### src/rtl/ca_engine.sv
// Sequential 1-D cellular-automaton engine: loads a cell row and rule table,
// then steps the row forward a programmed number of generations, one per clock.
module ca_engine #(
  parameter int unsigned WIDTH = 8,
  parameter int unsigned NBR   = 2,
  parameter int unsigned CNT_W = 8
) (
  input  logic                   clk,
  input  logic                   reset_n,
  input  logic                   load,
  input  logic [WIDTH-1:0]       load_state,
  input  logic [(1<<NBR)-1:0]    rule,
  input  logic                   wrap_mode,
  input  logic                   start,
  input  logic [CNT_W-1:0]       gens,
  output logic                   busy,
  output logic                   done,
  output logic [WIDTH-1:0]       state_out,
  output logic [CNT_W-1:0]       gen_count
);

  localparam int unsigned RULE_W = 1 << NBR;

  typedef enum logic [1:0] {
    IDLE = 2'd0,
    RUN  = 2'd1,
    DONE = 2'd2
  } fsm_t;

  fsm_t              fsm_q, fsm_d;
  logic [WIDTH-1:0]  cells_q, cells_d;
  logic [RULE_W-1:0] rule_q, rule_d;
  logic [CNT_W-1:0]  gens_q, gens_d;
  logic [CNT_W-1:0]  cnt_q, cnt_d;
  logic              busy_q, done_q;
  logic [WIDTH-1:0]  next_gen;

  // Window lookup per cell; taps past the top edge wrap or read as zero.
  for (genvar i = 0; i < WIDTH; i++) begin : g_cell
    logic [NBR-1:0] idx;
    for (genvar k = 0; k < NBR; k++) begin : g_tap
      if (i + k < WIDTH) begin : g_in
        assign idx[k] = cells_q[i + k];
      end else begin : g_edge
        assign idx[k] = wrap_mode & cells_q[(i + k) % WIDTH];
      end
    end
    assign next_gen[i] = rule_q[idx];
  end

  // State register and datapath registers
  always_ff @(posedge clk or negedge reset_n) begin
    if (!reset_n) begin
      fsm_q   <= IDLE;
      cells_q <= '0;
      rule_q  <= '0;
      gens_q  <= '0;
      cnt_q   <= '0;
      busy_q  <= 1'b0;
      done_q  <= 1'b0;
    end else begin
      fsm_q   <= fsm_d;
      cells_q <= cells_d;
      rule_q  <= rule_d;
      gens_q  <= gens_d;
      cnt_q   <= cnt_d;
      busy_q  <= (fsm_d == RUN);
      done_q  <= (fsm_d == DONE);
    end
  end

  // Next-state and datapath update
  always_comb begin
    fsm_d   = fsm_q;
    cells_d = cells_q;
    rule_d  = rule_q;
    gens_d  = gens_q;
    cnt_d   = cnt_q;
    unique case (fsm_q)
      IDLE: begin
        if (load) begin
          cells_d = load_state;
          rule_d  = rule;
        end else if (start) begin
          gens_d = gens;
          cnt_d  = '0;
          fsm_d  = (gens != '0) ? RUN : DONE;
        end
      end
      RUN: begin
        cells_d = next_gen;
        cnt_d   = cnt_q + CNT_W'(1);
        if (cnt_q + CNT_W'(1) == gens_q) fsm_d = DONE;
      end
      DONE: fsm_d = IDLE;
      default: fsm_d = IDLE;
    endcase
  end

  assign busy      = busy_q;
  assign done      = done_q;
  assign state_out = cells_q;
  assign gen_count = cnt_q;

endmodule
### config.mk
export PLATFORM = sky130hd
export DESIGN_NAME = ca_engine
export DESIGN_NICKNAME = d
export VERILOG_FILES = /design/src/rtl/ca_engine.sv
export SDC_FILE = /design/constraint.sdc
export NUM_CORES = 1
export LEC_CHECK = 0
export CORE_MARGIN = 5
export CORE_UTILIZATION = 45
export CTS_CLUSTER_SIZE = 24
export DETAILED_ROUTE_END_ITERATION = 16
export GPL_ROUTABILITY_DRIVEN = 0
export PLACE_DENSITY_LB_ADDON = 0.2
export SLEW_MARGIN = 20
export SYNTH_ARGS = -nofsm -noshare
export SYNTH_HDL_FRONTEND = slang
export SYNTH_SLANG_ARGS = --single-unit
export TNS_END_PERCENT = 1
### constraint.sdc
create_clock -name clk -period 1.8 [get_ports clk]
set_input_delay 0.27 -clock clk [delete_from_list [all_inputs] [get_ports clk]]
set_output_delay 0.27 -clock clk [all_outputs]
set_load 0.02 [all_outputs]
==> summary by stage, run 1 <==
Synthesis
The share of cell area taken by muxes after synthesis is 0.169. Sorting the synthesized cells by area gives the leading types as sky130_fd_sc_hd__dfrtp_1 (43%), sky130_fd_sc_hd__mux4_2 (9.7%), sky130_fd_sc_hd__mux2_2 (7.3%). The net count after synthesis is 193. The warning count from the yosys run is 0. The cell count after synthesis came out at 167.

Of the total synthesized cell area, the portion taken by AND, OR, NAND and NOR gates is 0.164. Of the total synthesized cell area, the portion taken by full adders, half adders and majority gates is 0.00672. The share of the synthesized area in compound gates (AO/OA/AOI/OAI) is 0.163.

After synthesis, the largest family of logic cells by area is multiplexers. The leading area contributor after synthesis is sky130_fd_sc_hd__dfrtp_1. In this run the cell area of the synthesized design comes to 1860 sq um.

Counting flops with a built-in enable in the synthesized netlist gives 0. The synthesized netlist contains 42 unique library cells. The average instance in the mapped netlist occupies 11.1 sq um. The most used flip-flop cell after synthesis is sky130_fd_sc_hd__dfrtp_1. The number of synthesized register bits is 32. The share of the Yosys chip area taken by registers is 0.430.

Of the post-synthesis cell area, the dominant cell type holds 0.430. The post-synthesis share of cell area spent on xor and xnor gates is 0.0430. Counting flops with an async set or reset pin after synthesis yields a share of 1.00.

Global route
The met2 track demand over resource is 0.330. The global routing stage identified its most utilized layer as met2. Across every metal layer, demand over resource in global routing totals 0.200. The number of global-route vias before repair was 1718. The routing usage on met1 is 0.265.

The number of antenna violations at the first check in global routing is 0. The met3 track demand over resource in global routing is 0.0432. The global-route wire length before repair is 8.32 mm. The residual overflow from global routing is 0. Entering global routing, the biggest net connects 33 pins.

Layout
The sequential cells in the finished layout cover a total of 808 sq um. After routing the design area is 2630 sq um. The count of cells in the finished layout, fillers not included, comes to 278. The area of combinational cells with multiple inputs is 1060 sq um.

The net count of the finished layout is 253. The number of fill cells in the layout is 314. The fraction of final layout cells sized beyond drive strength 1 is 0.294. Relative to the synthesized area, the layout overhead comes to 41.1%. The repair_antennas step left the layout with diodes totalling 0.

Job
Across the run, the number of max-cap violations was 0.

Routing
The violation count after the first detailed-route iteration is 117. The post-detailed-route wirelength per cell is 17.6 um. The post-detailed-route via-to-cell ratio is 5.92. The remaining design rule violation count is 0. The total number of vias is 1646. The first-pass iteration count of the detailed router is 4.

The routed design has 4.90 mm of wire. The post-detailed-route count of antenna-violating nets is 0.

Clock network
The CTS tree is yes. Buffers inserted to repair hold after CTS numbered 0. No sink is reached through more buffers than the 2 on the longest clock path. The clock insertion delay at the later pin of the skew report is 280 ps. In this run, CTS created clock tree buffers numbering 5. The cell sitting at the root of the clock tree is a sky130_fd_sc_hd__clkbuf_8. The H-tree generated during clock tree synthesis spans 2 levels. The tree built by TritonCTS fans out to 32 sinks. The clock slew at the register clock pins of the worst setup and hold paths is 70 ps.

Setup path
STA classifies the critical path startpoint as a register. The arrival time of data at the critical path endpoint is 2080 ps. By startpoint and endpoint, the worst setup path is classified as reg -> reg. For the worst setup path, the data required time is 1970 ps.

The worst setup path is captured at a register. The register-to-register path setup slack is -120 ps. The maximum fanout along the worst path is 6.

STA
Setup repair after global routing could not meet its margin everywhere. The measured slew at the worst slew-check pin is 440 ps. The period utilization is 1.06.

Measured against its own limit, the worst slew margin works out to 0.707. On the final layout, the worst clock skew is 9.03 ps. The post-layout minimum cycle time is 1920 ps.

The maximum clock rate is 522 MHz. The final-report max-slew violation count is 0. The total count of hold-check failures in the final report is 0. The final worst slack is -116 ps. The number of failing setup endpoints in the final timing report is 3.

Run status
The run finished, with violations left. The final reports fail on setup timing.

Power and ir drop
Power comes to 4.56 mW. The static leakage is 1.05 nW. Dividing total power by cell area gives a power density of 1740 nW/um^2. Across the VDD grid, the largest voltage drop is 0.00107 V.

Die
From left edge to right edge, the die measures 74.3 um. The top-level I/O count is 43. The core region is 4000 sq um. The placement row count is 23. The die covers 5520 sq um.

The die height is 74.3 um. For this configuration, the core starts out at a cell density of 0.465.

Place
Including well taps, the total number of placed cells is 265. The placement-stage cell area is 2450 sq um. The count of buffers from port buffering is 42. The post-DP HPWL is 3.57 mm.

Hold path
The path class of the tightest hold or removal check is in -> async.
==> through the flow <==
stage                     setup WS (ps)  hold WS (ps)   util  TNS, ps
final                              -116           393  0.656     -228
after global routing               -168           426  0.656     -395
after CTS                         -96.7           394  0.657     -179
after detailed placement          -65.0           520  0.613     -290
after global placement            -39.0           521  0.613    -65.2
after floorplan                   -9.12         -25.6      -    -18.2
==> area by class of cell <==
class,count,area share
clock buffer,7,0.0367
clock inverter,1,0.0114
multi-input combinational,127,0.405
sequential,32,0.308
tap,50,0.0238
timing repair buffer,61,0.215
==> worst max-delay path, cell delays in order, from the launching register on <==
cell                       delay (ps)
sky130_fd_sc_hd__dfrtp_2          440
sky130_fd_sc_hd__buf_6            120
sky130_fd_sc_hd__and4_4           220
sky130_fd_sc_hd__a21oi_2           50
sky130_fd_sc_hd__nand4b_1         180
sky130_fd_sc_hd__or4_4            570
sky130_fd_sc_hd__a22o_1           230
==> cells in the final DEF (no fill, tap or decap), drive strengths merged, types with 3 or more instances in the layout <==
| cell | count |
|---|---|
| xor2 | 4 |
| clkdlybuf4s50 | 41 |
| buf | 20 |
| clkbuf | 7 |
| nand2b | 4 |
| a22o | 3 |
| a21oi | 12 |
| nand3 | 4 |
| mux4 | 8 |
| xnor2 | 3 |
| dfrtp | 32 |
| o21ai | 14 |
| nand2 | 7 |
| nor2 | 13 |
| nor2b | 13 |
| a221o | 8 |
| mux2 | 12 |
==> kinds of logic (layout without fill, tap and decap cells) <==
kind of cell	after synthesis	in the layout
multiplexers	20	20
flip-flops	32	32
adder cells (fa/ha/maj)	1	1
AND/OR/NAND/NOR	54	54
AO/OA/AOI/OAI	45	45
buffers and inverters	8	69
XOR/XNOR	7	7
==> cells in the mapped netlist, drive strengths merged (2+ instances only) <==
| master | number |
|---|---|
| a21oi | 12 |
| a221o | 8 |
| a22o | 3 |
| and3 | 2 |
| and4 | 2 |
| buf | 4 |
| clkbuf | 4 |
| dfrtp | 32 |
| mux2 | 12 |
| mux4 | 8 |
| nand2 | 7 |
| nand2b | 4 |
| nand3 | 4 |
| nor2 | 13 |
| nor2b | 13 |
| nor4 | 2 |
| o21ai | 14 |
| or4 | 2 |
| xnor2 | 3 |
| xor2 | 4 |
==> layer usage <==
layer	vias to the layer above	wire length [um]
met4	0	33
met1	822	2040
li1	751	-
met3	4	326
met2	69	2500
met5	-	0
==> report_power, final <==
group | switching (mW) | internal (mW) | leakage, nW | total (mW)
Combinational | 0.903 | 1.38 | 0.595 | 2.28
Sequential | 0.486 | 1.03 | 0.386 | 1.52
Clock | 0.270 | 0.489 | 0.0645 | 0.759
Total | 1.66 | 2.90 | 1.05 | 4.56
==> final timing paths <==
check / startpoint / to / cells after the start
setup reg to reg: gen_count[3] / busy / 6
min in group clk: gens_q[0] / gens_q[0] / 1
hold reg to reg: gens_q[0] / gens_q[0] / 1
setup / recovery: gen_count[3] / busy / 6
max in group asynchronous: reset_n / gen_count[2] / 2
hold / removal: reset_n / gen_count[1] / 2
==> flip-flops by register name, indices dropped and copies added, names as in the netlist <==
register   count
gen_count      8
gens_q         8
state_out      8
rule_q         4
fsm_q          2
busy           1
done           1
==> what timing repair did <==
| item | CTS | global route |
|---|---|---|
| hold endpoints to repair | 0 | 0 |
| gates resized for setup | 2 | 2 |
| pin swaps | 5 | 0 |
| setup endpoints to repair | 3 | 5 |
| buffers inserted | 5 | 0 |
Note: power is estimated with default switching activity, not from simulation.
==> run 2: changes to the inputs <==
==> constraint.sdc (replaced) <==
create_clock -name clk -period 2.35 [get_ports clk]
set_input_delay 0.3525 -clock clk [delete_from_list [all_inputs] [get_ports clk]]
set_output_delay 0.3525 -clock clk [all_outputs]
set_load 0.02 [all_outputs]
==> run 2 against run 1 <==
The flow now finishes without violations; clock power shrank 39%; worst hold slack gained 79 ps; worst setup slack improved by 340 ps; sequential power fell by 23%; clock skew increased by 1.2 ps; first-iteration DRC count up 5.1%; register-to-register slack gained 340 ps; critical path depth unchanged; critical path type unchanged; critical endpoint unchanged; largest cell class unchanged; largest power group unchanged.
==> summary by stage, run 2 (synthesized netlist as in run 1, its figures left out) <==
Clock network
The number of sinks driven by the clock tree is 32 (unchanged). The number of buffers created by CTS is 5 (unchanged). The clock root buffer is sky130_fd_sc_hd__clkbuf_8. The CTS tree is yes. The clock insertion delay at the later pin of the skew report is 280 ps (about the same). The clock slew at the register clock pins of the worst setup and hold paths was 70 ps (about the same). The post-cts hold buffer count is 0 (unchanged).

The H-tree depth is 2 (unchanged). The maximum buffer depth of the clock tree came to 2 (unchanged).

Setup path
The maximum fanout along the worst path is 8 (+2). The sort of element at the end of the critical path is a register. By startpoint and endpoint, the worst setup path is classified as reg -> reg. The arrival time of data at the critical path endpoint came to 2290 ps (+210 ps). The kind of launch point of the worst setup path is a register.

The register-to-register path setup slack is 220 ps (+340 ps). The number of cells on the worst reg-to-reg path is 6 (unchanged). The required time of the critical path is 2520 ps (+550 ps).

STA
The number of failing setup endpoints in the final timing report is 0 (-3). The post-route setup TNS is 0 ps (+228 ps). The post-layout minimum cycle time is 2130 ps (+211 ps). The total count of hold-check failures in the final report came to 0 (unchanged).

The final worst slack is 223 ps (+339 ps). Setup repair after global routing left no endpoint under its margin. The final-report max-slew violation count is 0 (unchanged).

The tightest slew margin relative to the limit is 0.568 (-0.139). The maximum clock rate is 470 MHz (-9.9%). The period utilization came to 0.905 (-0.159).

The clock tree skew after final layout was 10.2 ps (+1.18 ps). The measured slew at the worst slew-check pin is 647 ps (+207 ps).

Die
The placeable core area came to 4000 sq um (unchanged). The die height is 74.3 um (unchanged). The placement row count came to 23 (unchanged). The total die area is 5520 sq um (unchanged).

The die width is 74.3 um (unchanged). The initial core utilization is 0.465 (unchanged). The top-level I/O count is 43 (unchanged).

Layout
The area added between synthesis and finish is 31.1%. The fraction of final layout cells sized beyond drive strength 1 is 0.188 (-0.106). The leading cell type in the layout, fill and taps excluded is sky130_fd_sc_hd__clkdlybuf4s50_1. In the layout the commonest cells are sky130_fd_sc_hd__clkdlybuf4s50_1 (42), sky130_fd_sc_hd__dfrtp_1 (32), sky130_fd_sc_hd__nor2b_1 (13), sky130_fd_sc_hd__nor2_1 (13), sky130_fd_sc_hd__mux2_2 (12). The final net count was 239 (-5.5%). The antenna diode count is 0 (unchanged).

Global route
The number of global-route vias before repair was 1559 (-9.3%). The residual overflow from global routing is 0 (unchanged). The maximum number of pins on one net before global-route repair is 33 (unchanged). The number of antenna violations at the first check in global routing came to 0 (unchanged). The global-route wire length before repair was 7.67 mm (-7.9%).

The total global-route track usage is 0.182 (-0.0180).

Hold path
The worst hold path belongs to the class in -> async.

Routing
The post-detailed-route wirelength per cell is 17.6 um (-0.19%). The post-detailed-route count of antenna-violating nets came to 0 (unchanged). The remaining design rule violation count is 0 (unchanged). The total number of vias is 1534 (-6.8%).

The overall routed net length is 4.63 mm (-5.6%). The post-detailed-route via-to-cell ratio is 5.83 (-1.5%). The first-pass iteration count of the detailed router is 4 (unchanged). The violation count after the first detailed-route iteration was 123 (+5.1%).

Power and ir drop
The static leakage is 0.958 nW (-8.3%). The power density over the cells came to 1280 nW/um^2 (-27%). The largest vdd supply drop came to 0.000716 V (-33%). The sum of internal, switching and leakage power is 3.11 mW (-32%).

Place
The placement-stage worst setup slack is 172 ps (+237 ps). The post-DP HPWL is 3.34 mm (-6.3%). The count of buffers from port buffering is 42 (unchanged).

Job
The number of max-cap violations is 0 (unchanged).

Run status
The run finished with clean final reports.
==> run 2: worst paths after layout <==
check	from	end
worst max-delay path	gen_count[0]	busy
worst min-delay path	reset_n	gen_count[4]
worst max register to register	gen_count[0]	busy
worst min register to register	gens_q[3]	gens_q[3]
max in group asynchronous	reset_n	gens_q[0]
min in group clk	gens_q[3]	gens_q[3]
==> run 2: layout make-up <==
class,count,area [sq um]
fill,309,1560
tap,50,62.6
clock buffer,7,96.3
timing repair buffer,47,458
multi-input combinational,127,1020
sequential,32,801
==> run 2: worst max-delay path, cell delays in order (launching register included) <==
cell	delay [ps]
sky130_fd_sc_hd__dfrtp_1	460
sky130_fd_sc_hd__ha_1	280
sky130_fd_sc_hd__nand3_2	170
sky130_fd_sc_hd__o21ai_0	220
sky130_fd_sc_hd__o2111ai_1	130
sky130_fd_sc_hd__or4_4	520
sky130_fd_sc_hd__a22o_1	220
==> run 2: metrics by stage <==
step	instance area [sq um]	utilization	hold WS [ps]	instances
after floorplan	1860	-	56.9	167
after global placement	2340	0.585	518	256
after detailed placement	2340	0.585	550	256
after CTS	2430	0.609	493	263
after global routing	2440	0.610	529	263
final	2440	0.610	472	263
==> run 2: timing repair <==
action,CTS,global route
resized for setup,0,1
buffers inserted,0,0
endpoints found under the setup margin,0,1
==> run 2: report_power, final <==
group,total (mW),internal (mW),leakage [nW],switching (mW)
Combinational,1.48,0.888,0.514,0.595
Clock,0.460,0.261,0.0503,0.199
Sequential,1.17,0.786,0.394,0.384
Total,3.11,1.93,0.958,1.18
==> run 2: metal layers <==
layer  part of all wire  track usage
met1               0.47        0.267
met2               0.47        0.267
met3              0.050       0.0405
met4             0.0097       0.0593
met5                  0            0
==> run 3: changes to the inputs <==
--- a/config.mk
+++ b/config.mk
@@ -6,10 +6,9 @@
 export NUM_CORES = 1
 export LEC_CHECK = 0
 export CORE_MARGIN = 5
-export CORE_UTILIZATION = 45
+export CORE_UTILIZATION = 54
 export CTS_CLUSTER_SIZE = 24
 export DETAILED_ROUTE_END_ITERATION = 16
-export GPL_ROUTABILITY_DRIVEN = 0
 export PLACE_DENSITY_LB_ADDON = 0.2
 export SLEW_MARGIN = 20
 export SYNTH_ARGS = -nofsm -noshare
==> run 3 against run 2 <==
Sequential cell count is the same; worst setup slack lost 43 ps; critical path depth stayed put; critical path type unchanged; sequential share of layout area is 0.44 points higher; core utilization grew 11 points; final area is 1.2% lower; maximum frequency fell by 2.0%; non-clock buffer count stayed put; largest cell class unchanged; first-iteration DRC count increased by 30%; critical endpoint is now fsm_q[0]; sequential power barely moved.
==> summary by stage, run 3 (synthesized netlist as in run 1, its figures left out) <==
Global route
The maximum number of pins on one net before global-route repair came to 33 (unchanged). The total global-route track usage is 0.214 (+0.0324). The number of antenna violations at the first check in global routing was 0 (unchanged). The global-route wire length before repair is 7.40 mm (-3.5%). The number of global-route vias before repair is 1517 (-2.7%). The residual overflow from global routing is 0 (unchanged).

Routing
The post-detailed-route count of antenna-violating nets was 0 (unchanged). The remaining design rule violation count is 0 (unchanged). The first-pass iteration count of the detailed router was 4 (unchanged). The violation count after the first detailed-route iteration is 160 (+30%). The overall routed net length is 4.58 mm (-0.93%). The total number of vias came to 1540 (+0.39%). The post-detailed-route via-to-cell ratio is 5.92 (+1.5%).

The post-detailed-route wirelength per cell was 17.6 um (+0.21%).

Layout
The area added between synthesis and finish is 29.6%. In the layout the commonest cells are sky130_fd_sc_hd__clkdlybuf4s50_1 (42), sky130_fd_sc_hd__dfrtp_1 (31), sky130_fd_sc_hd__nor2b_1 (13), sky130_fd_sc_hd__nor2_1 (13), sky130_fd_sc_hd__mux2_2 (12). The number of fill cells in the layout is 241 (-22%). The fraction of final layout cells sized beyond drive strength 1 is 0.187 (-0.000878). The antenna diode count is 0 (unchanged). The final net count is 239 (unchanged). The share of the core filled with cells came to 0.723 (+0.113). The library cell used most frequently in the layout, excluding fill and tap cells, is sky130_fd_sc_hd__clkdlybuf4s50_1.

Setup path
The required time of the critical path came to 2580 ps (+60 ps). The slowest library cell on the worst path is sky130_fd_sc_hd__or4_4. The worst setup path is of the reg -> reg kind. STA classifies the critical path endpoint as a register. Traced cell by cell, the critical path runs through ha_1 > nand3_1 > nor2_1 > o2111ai_1 > or4_4 > a22o_1. The worst stage delay on the critical path is 530 ps (about the same). The number of cells on the worst reg-to-reg path is 6 (unchanged). The maximum fanout along the worst path is 8 (unchanged).

STA classifies the critical path startpoint as a register. The arrival time of data at the critical path endpoint is 2400 ps (+110 ps).

STA
The tightest slew margin relative to the limit is 0.586 (+0.0186). The post-route setup TNS is 0 ps (unchanged). The final worst slack was 180 ps (-43.1 ps). The final-report max-slew violation count is 0 (unchanged). The maximum clock rate is 461 MHz (-2.0%). The post-layout minimum cycle time is 2170 ps (+43.1 ps).

The number of failing setup endpoints in the final timing report is 0 (unchanged). The total count of hold-check failures in the final report came to 0 (unchanged). The period utilization came to 0.923 (+0.0183). The worst hold slack across all endpoints is 406 ps (-66.6 ps). Setup repair after global routing left no endpoint under its margin.

The measured slew at the worst slew-check pin is 619 ps (-27.8 ps). The clock tree skew after final layout came to 8.56 ps (-1.66 ps).

Place
The routability-driven placement congestion ratio is 0.879. The post-DP HPWL is 3.34 mm (-0.17%). The placement-stage worst setup slack is 96.6 ps (-75.2 ps). The count of buffers from port buffering was 42 (unchanged).

Power and ir drop
The power density over the cells came to 1270 nW/um^2 (-0.41%). The static leakage came to 0.949 nW (-0.97%). The largest vdd supply drop is 0.000624 V (-13%). The sum of internal, switching and leakage power came to 3.06 mW (-1.6%).

Die
The initial core utilization came to 0.558 (+0.0924). The die width is 68.7 um (-7.5%). The placeable core area is 3340 sq um (-17%). The total die area is 4720 sq um (-15%). The placement row count is 21 (-8.7%). The die height is 68.7 um (-7.5%). The top-level I/O count was 43 (unchanged).

Clock network
The maximum buffer depth of the clock tree is 2 (unchanged). The clock insertion delay at the later pin of the skew report is 330 ps (+50 ps). The clock slew at the register clock pins of the worst setup and hold paths was 110 ps (+40 ps). The CTS tree is yes. The post-cts hold buffer count is 0 (unchanged).

The number of cells upsized or downsized after cts was 0 (unchanged). The number of buffers created by CTS was 5 (unchanged). The number of sinks driven by the clock tree is 32 (unchanged). The H-tree depth was 2 (unchanged). The clock root buffer is sky130_fd_sc_hd__clkbuf_4. The buffers inserted during post-CTS setup optimization was 0 (unchanged).

Hold path
The path class of the tightest hold or removal check is in -> async.

Job
The number of max-cap violations is 0 (unchanged).

Run status
The flow ran to the end, and the final reports show no timing, DRC or antenna violations.
## run 3: area by class of cell
type | count | area [sq um] | area share
Timing Repair Buffer | 47 | 458 | 0.190
Clock buffer | 6 | 41.3 | 0.0171
Multi-Input combinational cell | 127 | 1020 | 0.422
Clock inverter | 2 | 35.0 | 0.0145
Sequential cell | 32 | 802 | 0.333
Tap cell | 46 | 57.6 | 0.0239
## run 3: stage by stage
step / instance area [sq um] / cells
after detailed placement: 2330 / 252
after floorplan: 1860 / 167
after global routing: 2410 / 260
final: 2410 / 260
after global placement: 2330 / 252
after CTS: 2410 / 260
## run 3: worst paths after layout
check | start | end | slack (ps)
setup / recovery | gen_count[0] | fsm_q[0] | 180
setup reg to reg | gen_count[0] | fsm_q[0] | 180
max in group asynchronous | reset_n | gen_count[0] | 1630
min in group clk | gens_q[3] | gens_q[3] | 540
hold reg to reg | gens_q[3] | gens_q[3] | 540
hold / removal | reset_n | gen_count[4] | 410
## run 3: worst max-delay path: cells and delay by family (launching register included)
kind | cells | cell delay, ps
adders and majority gates | 1 | 260
DFF | 1 | 440
and+or+nand+nor | 3 | 1000
AOI/OAI and AO/OA | 2 | 370
## run 3: metal layers
metal,track usage,vias up,wire length [um]
met5,0,-,0
met4,0.0584,0,21
met3,0.0746,4,403
met2,0.321,66,2160
met1,0.296,749,1990
li1,-,721,-
## run 3: where the power goes
group / internal [mW] / switching (mW) / leakage, nW
registers: 0.786 / 0.378 / 0.393
logic: 0.888 / 0.597 / 0.514
clock network: 0.223 / 0.192 / 0.0422
